==> src/rtl/fir_pkg.sv <==
// Shared FIR-path definitions: sample format and default buffering parameters.
package fir_pkg;

    localparam int SAMPLE_W       = 11;
    localparam int FIR_BUF_DEPTH  = 8;
    localparam int FIR_DROP_CNT_W = 8;

    typedef logic signed [SAMPLE_W-1:0] sample_t;

endpackage

==> src/rtl/fir_buf_mem.sv <==
// DEPTH x W register array: one synchronous write port, one asynchronous read port.
module fir_buf_mem #(
    parameter  int DEPTH = 8,
    parameter  int W     = 11,
    localparam int AW    = $clog2(DEPTH)
) (
    input  logic          clk,
    input  logic          we,
    input  logic [AW-1:0] waddr,
    input  logic [W-1:0]  wdata,
    input  logic [AW-1:0] raddr,
    output logic [W-1:0]  rdata
);

    logic [W-1:0] mem [DEPTH];

    // No reset on the array: contents are only observed through valid pointers.
    always_ff @(posedge clk) begin
        if (we) begin
            mem[waddr] <= wdata;
        end
    end

    assign rdata = mem[raddr];

endmodule

==> src/rtl/fir_out_buffer.sv <==
// Elastic FWFT output stage for the FIR: never stalls the filter, counts
// samples lost on overflow, re-issues data through a valid/ready handshake.
module fir_out_buffer
    import fir_pkg::*;
#(
    parameter  int W     = SAMPLE_W,
    parameter  int DEPTH = FIR_BUF_DEPTH,
    parameter  int CNT_W = FIR_DROP_CNT_W,
    localparam int PW    = $clog2(DEPTH),
    localparam int LW    = PW + 1
) (
    input  logic             CLK,
    input  logic             RST,
    input  logic [W-1:0]     DIN,
    input  logic             VIN,
    output logic [W-1:0]     DOUT,
    output logic             VOUT,
    input  logic             RDY,
    output logic [LW-1:0]    LEVEL,
    output logic             FULL,
    output logic             OVF,
    output logic [CNT_W-1:0] DROP_CNT
);

    logic [PW-1:0] wr_ptr;
    logic [PW-1:0] rd_ptr;
    logic [PW-1:0] rd_next;
    logic [LW-1:0] level;
    logic [LW-1:0] level_next;
    logic          push;
    logic          pop;
    logic          drop;
    logic [W-1:0]  mem_rdata;
    logic [W-1:0]  head_next;

    assign pop     = VOUT && RDY;
    assign push    = VIN && (!FULL || pop);
    assign drop    = VIN && FULL && !pop;
    assign rd_next = pop ? rd_ptr + PW'(1) : rd_ptr;

    assign LEVEL = level;
    assign FULL  = (level == LW'(DEPTH));

    fir_buf_mem #(
        .DEPTH (DEPTH),
        .W     (W)
    ) u_mem (
        .clk   (CLK),
        .we    (push),
        .waddr (wr_ptr),
        .wdata (DIN),
        .raddr (rd_next),
        .rdata (mem_rdata)
    );

    always_comb begin
        level_next = level;
        if (push && !pop) begin
            level_next = level + LW'(1);
        end else if (pop && !push) begin
            level_next = level - LW'(1);
        end
    end

    // The incoming sample becomes the new head when it lands on the slot
    // the read pointer is about to point at (empty, or level 1 with pop).
    always_comb begin
        head_next = mem_rdata;
        if (push && (wr_ptr == rd_next)) begin
            head_next = DIN;
        end
    end

    always_ff @(posedge CLK) begin
        if (RST) begin
            wr_ptr   <= '0;
            rd_ptr   <= '0;
            level    <= '0;
            VOUT     <= 1'b0;
            DOUT     <= '0;
            OVF      <= 1'b0;
            DROP_CNT <= '0;
        end else begin
            if (push) begin
                wr_ptr <= wr_ptr + PW'(1);
            end
            rd_ptr <= rd_next;
            level  <= level_next;
            VOUT   <= (level_next != '0);
            DOUT   <= (level_next != '0) ? head_next : '0;
            if (drop) begin
                OVF <= 1'b1;
                if (DROP_CNT != '1) begin
                    DROP_CNT <= DROP_CNT + CNT_W'(1);
                end
            end
        end
    end

endmodule

==> config.mk <==
export PLATFORM = sky130hd
export DESIGN_NAME = fir_out_buffer
export DESIGN_NICKNAME = d
export VERILOG_FILES = /design/src/rtl/fir_pkg.sv /design/src/rtl/fir_buf_mem.sv /design/src/rtl/fir_out_buffer.sv
export SDC_FILE = /design/constraint.sdc
export NUM_CORES = 1
export LEC_CHECK = 0
export CORE_ASPECT_RATIO = 1.4
export CORE_MARGIN = 2
export CORE_UTILIZATION = 64
export CTS_BUF_LIST = sky130_fd_sc_hd__clkbuf_8
export DETAILED_ROUTE_END_ITERATION = 16
export GPL_ROUTABILITY_DRIVEN = 0
export HOLD_SLACK_MARGIN = 0.08
export PLACE_DENSITY = 0.87
export SYNTH_ARGS = -nofsm -noshare
export SYNTH_HDL_FRONTEND = slang
export SYNTH_HIERARCHICAL = 1
export SYNTH_SLANG_ARGS = --single-unit
==> constraint.sdc <==
create_clock -name CLK -period 7.9 [get_ports CLK]
set_clock_uncertainty 0.1 [all_clocks]
set_input_delay 0.79 -clock CLK [delete_from_list [all_inputs] [get_ports CLK]]
set_output_delay 0.79 -clock CLK [all_outputs]
set_load 0.05 [all_outputs]
### Word level (Yosys, flattened, before mapping)

Memory sizes are Yosys's and may differ from the RTL's. A register that Yosys moved wholly into a read port is not among the register bits.
Cells that the tools add are included.

* $lt $le $gt $ge: 0
* reduce and logical (&&, ||, !) cells: 13
* multipliers: 0
* eq/ne operators: 2
* bitwise logic cells: 1
* shift operators: 0
* $add $sub $neg: 5
* divide/modulo/power cells: 0
* mux-type cells: 5

Operators with widths (count)
* $add 8x1->8 const B: 1
* $mux 4: 2
* $ne 8x8->1 const B: 1
* $add 3x1->3 const B: 2
* $logic_and 1x1->1: 6
* $add 4x1->4 const B: 1
* $eq 4x4->1 const B: 1
* $reduce_bool 4->1: 1
* $sub 4x1->4 const B: 1
* $logic_not 1->1: 3
* $mux 3: 1
* $mux 1: 2
* $reduce_and 2->1: 1
* $reduce_or 2->1: 1
* $logic_or 1x1->1: 1
* $not 1->1: 1

* bits in registers: 20
* RAM bits: 88
* output and inout port bits: 26
* bits in latches: 0
* memories kept: 1
* input bits: 15
* ROM bits: 0
* word-level logic and storage cells: 33

Memory list
* u_mem.mem: depth 8, bits a word 11, rd ports 1, clocked after Yosys merged registers in 1, wr ports 1, RTL line fir_buf_mem.sv:15 `logic [W-1:0] mem [DEPTH];`

### Depth between registers and ports, before layout

* depth in word-level cells: 11
* mapped depth: 9
* mapped depth without buffers: 8

### Modules after synthesis

The synthesis kept the hierarchy.

Modules (own cells, without submodules)
* fir_buf_mem: times used 1, cells each 139, sequential area each 2642.5 um2, area an instance 3437.0 um2
* fir_out_buffer: times used 1, cells each 163, sequential area each 620.6 um2, area an instance 1482.7 um2

### Least setup slack after synthesis

OpenSTA, ideal clock, no wires.

* kind: reg-to-reg
* start: register level[0], in the netlist LEVEL[0]
* end: memory u_mem.mem[0][0] (enable)
* cell stages (with the launch flop): 8
* required time: 7.407 ns
* library setup time: 0.393 ns
* setup slack: 4.672 ns
* data arrival time: 2.735 ns
* buffers on the path: 0
* period minus slack after synthesis: 3.228 ns
* cell sequence: dfxtp_1 -> inv_1 -> ha_1 -> nand3b_1 -> inv_1 -> a21boi_2 -> nand2b_1 -> nor3_1

* word-level cells in the longest chain between the ends: 6

RTL lines
* from (decl): RTL line fir_out_buffer.sv:28 `logic [LW-1:0] level;`
* from (signal assigned): RTL line fir_out_buffer.sv:88 `level <= level_next;`
* $eq 4x4->1: RTL line fir_out_buffer.sv:42 `assign FULL = (level == LW'(DEPTH));`
* named net FULL: RTL line fir_out_buffer.sv:20 `output logic FULL,`
* $logic_not 1->1: RTL line fir_out_buffer.sv:37 `assign push = VIN && (!FULL || pop);`
* $logic_or 1x1->1: RTL line fir_out_buffer.sv:37
* $logic_and 1x1->1: RTL line fir_out_buffer.sv:37
* named net push: RTL line fir_out_buffer.sv:30 `logic push;`
* $mux 1: RTL line fir_buf_mem.sv:19 `if (we) begin`
* $mux 1 (implied by the code): RTL line fir_buf_mem.sv:20 `mem[waddr] <= wdata;`
* to (decl): RTL line fir_buf_mem.sv:15

The timed path passes the listed nets, and every way through them passes these cells.

### Worst setup path in the final report

* start: register level[0], in the netlist LEVEL[0]
* end: output port FULL

* word-level cells in the longest chain between the ends: 1

RTL lines (RTL line)
* $eq 4x4->1: fir_out_buffer.sv:42
* to (decl): fir_out_buffer.sv:20

Every way passes these cells.

==> flow_summary.ini <==
[final_layout]
final_area_mm2 = 0.00588
layout_common_cells = edfxtp_1, clkdlybuf4s50_1, dfxtp_1
fillerInstances = 436
num_antenna_cells = 0
multi_input_area_mm2 = 0.00157
finalNetCount = 379
final_common_cell = edfxtp_1
drive_above_1_share_pct = 17.7
seq_area_mm2 = 0.00326
syn_to_final_growth_pct = 19.6

[clocking]
cts.repair.resized = 0
clockBufferDepth = 2
htreeDepth = 4
root_buffer = clkbuf_8
post_cts_buffers = 0
cts.clk_slew.worst_paths_ps = 70
cts_tree = yes
insertion_delay_ps = 430
cts_made_buffers = 17
cts_sinks = 119
holdBufCountCts = 0

[route]
wl_met2_mm = 5.32
antenna_left = 0
dr.pass1.iters = 5
wl_met3_um = 641
post_drt_wl_per_cell_um = 21.3
num_vias = 2882
drc = 0
drt-total-wl_mm = 9.97
drt_iter0_drc = 187
dr.max_layer_used = met4
vias_per_cell = 6.14
wl_met1_mm = 3.67

[power]
peakVddDrop_mv = 0.219
p_total_uw = 1830
seqPwrFrac_pct = 41.1
p_per_area_mw_per_mm2 = 310
p_int_uw = 1270
p_sw_uw = 560
power_frac_comb_pct = 27.6
p_leak_uw = 0.00205
switching_share_pct = 30.7
clkPwrFrac_pct = 31.3

[outcome]
outcome = completed

[global_routing]
grt_pass1_wl_mm = 15.3
grt_max_degree = 24
grt_overflow = 0
grt_use_total_pct = 25.8
antenna_found_initial = 0
first_global_vias = 2961

[critical_path]
critPathCapture = FULL
cp.required_ps = 7010
end_kind = output port
cp_cell_sequence = inv_1 -> ha_1 -> nand3b_1 -> inv_1 -> clkdlybuf4s50_1
path_common_cell = inv_1
critical_path_arrival_ps = 2270
worstSetupStartpointType = flop
path_depth = 5
regToRegEndpoint = u_mem/mem[6][0]$_DFFE_PP_
critPathSlowestCell = clkdlybuf4s50_1
reg2reg_setup_slack_ps = 4980
cpPeakStageDelay_ps = 830
crit_family = buffers and inverters
crit_path_start = LEVEL[0]$_SDFF_PP0_
crit_buf_inv = 3
path_max_fanout = 6
rr_startpoint = LEVEL[0]$_SDFF_PP0_
path_class = reg2out
reg2reg_depth = 8

[placed_design]
preCtsSetupSlack_ps = 4440
place_area_mm2 = 0.00546
numPortBuffers = 40
place.detailed.hpwl_mm = 5.99

[sta]
worst_slack_ps = 4740
hold_violations = 0
tightestPinTransition_ps = 1120
rsz0062_at_grt = no
setup_tns_ps = 0
min_period_over_period_pct = 40.0
period_minus_slack_ps = 3160
maxSlewHeadroom_pct = 25.1
finalSetupViolCount = 0
max_freq_ghz = 0.317
finalMaxSlewViolations = 0

[yosys]
synthArstFlopShare_pct = 0
synth-main-ff-cell = edfxtp_1
yosysUniqueCellTypes = 42
syn_area_mm2 = 0.00492
synthCells = 302
avgSynthCellArea_um2 = 16.3
yosysWarnings = 6
synth_sequential_area_ratio_pct = 66.3
ys_seq_elements = 119
synthesis.nets = 322
synth-edff-count = 88

[die]
coreArea_mm2 = 0.00741
start_util_pct = 66.4
die_w_um = 78.1
io_pins = 41
dieArea_mm2 = 0.00841
fp.dieH_um = 108
num_rows = 37

[hold_path]
worstHoldStart = OVF$_SDFFE_PP0P_
hp-class = reg2reg

[flow_run]
drv_cap = 0
cell type report:
cell class	count	area share [%]
Inverter	7	0.447
Multi-Input combinational cell	164	26.7
Clock inverter	12	2.57
Timing Repair Buffer	50	8.08
Clock buffer	20	4.68
Tap cell	97	2.06
Sequential cell	119	55.5
through the flow:
stage / hold slack [ps] / util [%] / instances
6_report: 368 / 79.4 / 469
5_1_grt: 406 / 79.4 / 469
3_5_place_dp: 358 / 73.7 / 437
2_1_floorplan: 432 / - / 302
4_1_cts: 375 / 79.4 / 469
3_3_place_gp: 347 / 73.7 / 437
Yosys cell counts, types with 4 or more instances:
cell type,n,area (um^2)
a21oi_1,16,80.1
dfxtp_1,31,621
edfxtp_1,88,2640
ha_1,5,62.6
inv_1,7,26.3
mux2_2,13,146
mux4_1,22,578
nand2_1,8,30.0
nand2b_1,4,25.0
nand3_1,18,90.1
nor2_1,21,78.8
nor3_1,6,30.0
o21ai_0,13,65.1
xnor2_1,10,87.6
routing by layer:
metal  track usage [%]  vias up
met1              28.2     1443
li1                  -     1297
met4              13.5        0
met2              45.4      117
met3              7.30       25
met5                 0        -
worst min-delay path, stage by stage, from the launching register on:
cell,delay [ps]
dfxtp_1,330
a21oi_1,40
nor2_1,70
worst min-delay path by stage:
| stage | to | cells past startpoint |
|---|---|---|
| after floorplan | wr_ptr[2]$_SDFFE_PP0N_ | 2 |
| after global placement | OVF$_SDFFE_PP0P_ | 2 |
| after detailed placement | OVF$_SDFFE_PP0P_ | 2 |
| after CTS | OVF$_SDFFE_PP0P_ | 2 |
| after global routing | OVF$_SDFFE_PP0P_ | 2 |
| final | OVF$_SDFFE_PP0P_ | 2 |
kinds of logic (layout without fill, tap and decap cells):
kind of cell / after synthesis / count (layout) / synth area share (%)
DFF: 119 / 119 / 66.3
and+or+nand+nor: 71 / 71 / 7.60
adders and majority gates: 5 / 5 / 1.27
xor gates and xnor gates: 14 / 14 / 2.77
buffers and inverters: 19 / 89 / 2.03
AOI/OAI and AO/OA: 36 / 36 / 4.48
muxes: 38 / 38 / 15.5
power groups by stage:
stage / clock, uW / combinational, uW / sequential [uW]
floorplan: 0 / 281 / 848
global placement: 0 / 478 / 763
detailed placement: 0 / 494 / 764
CTS: 580 / 504 / 750
global route: 604 / 530 / 755
finish: 571 / 505 / 750
flip-flops by register name (all words and copies together), names as in the netlist:
register / cells
u_mem/mem: 88
DOUT: 11
DROP_CNT: 8
LEVEL: 4
rd_ptr: 3
wr_ptr: 3
OVF: 1
VOUT: 1
(Power assumes the default switching activity.)
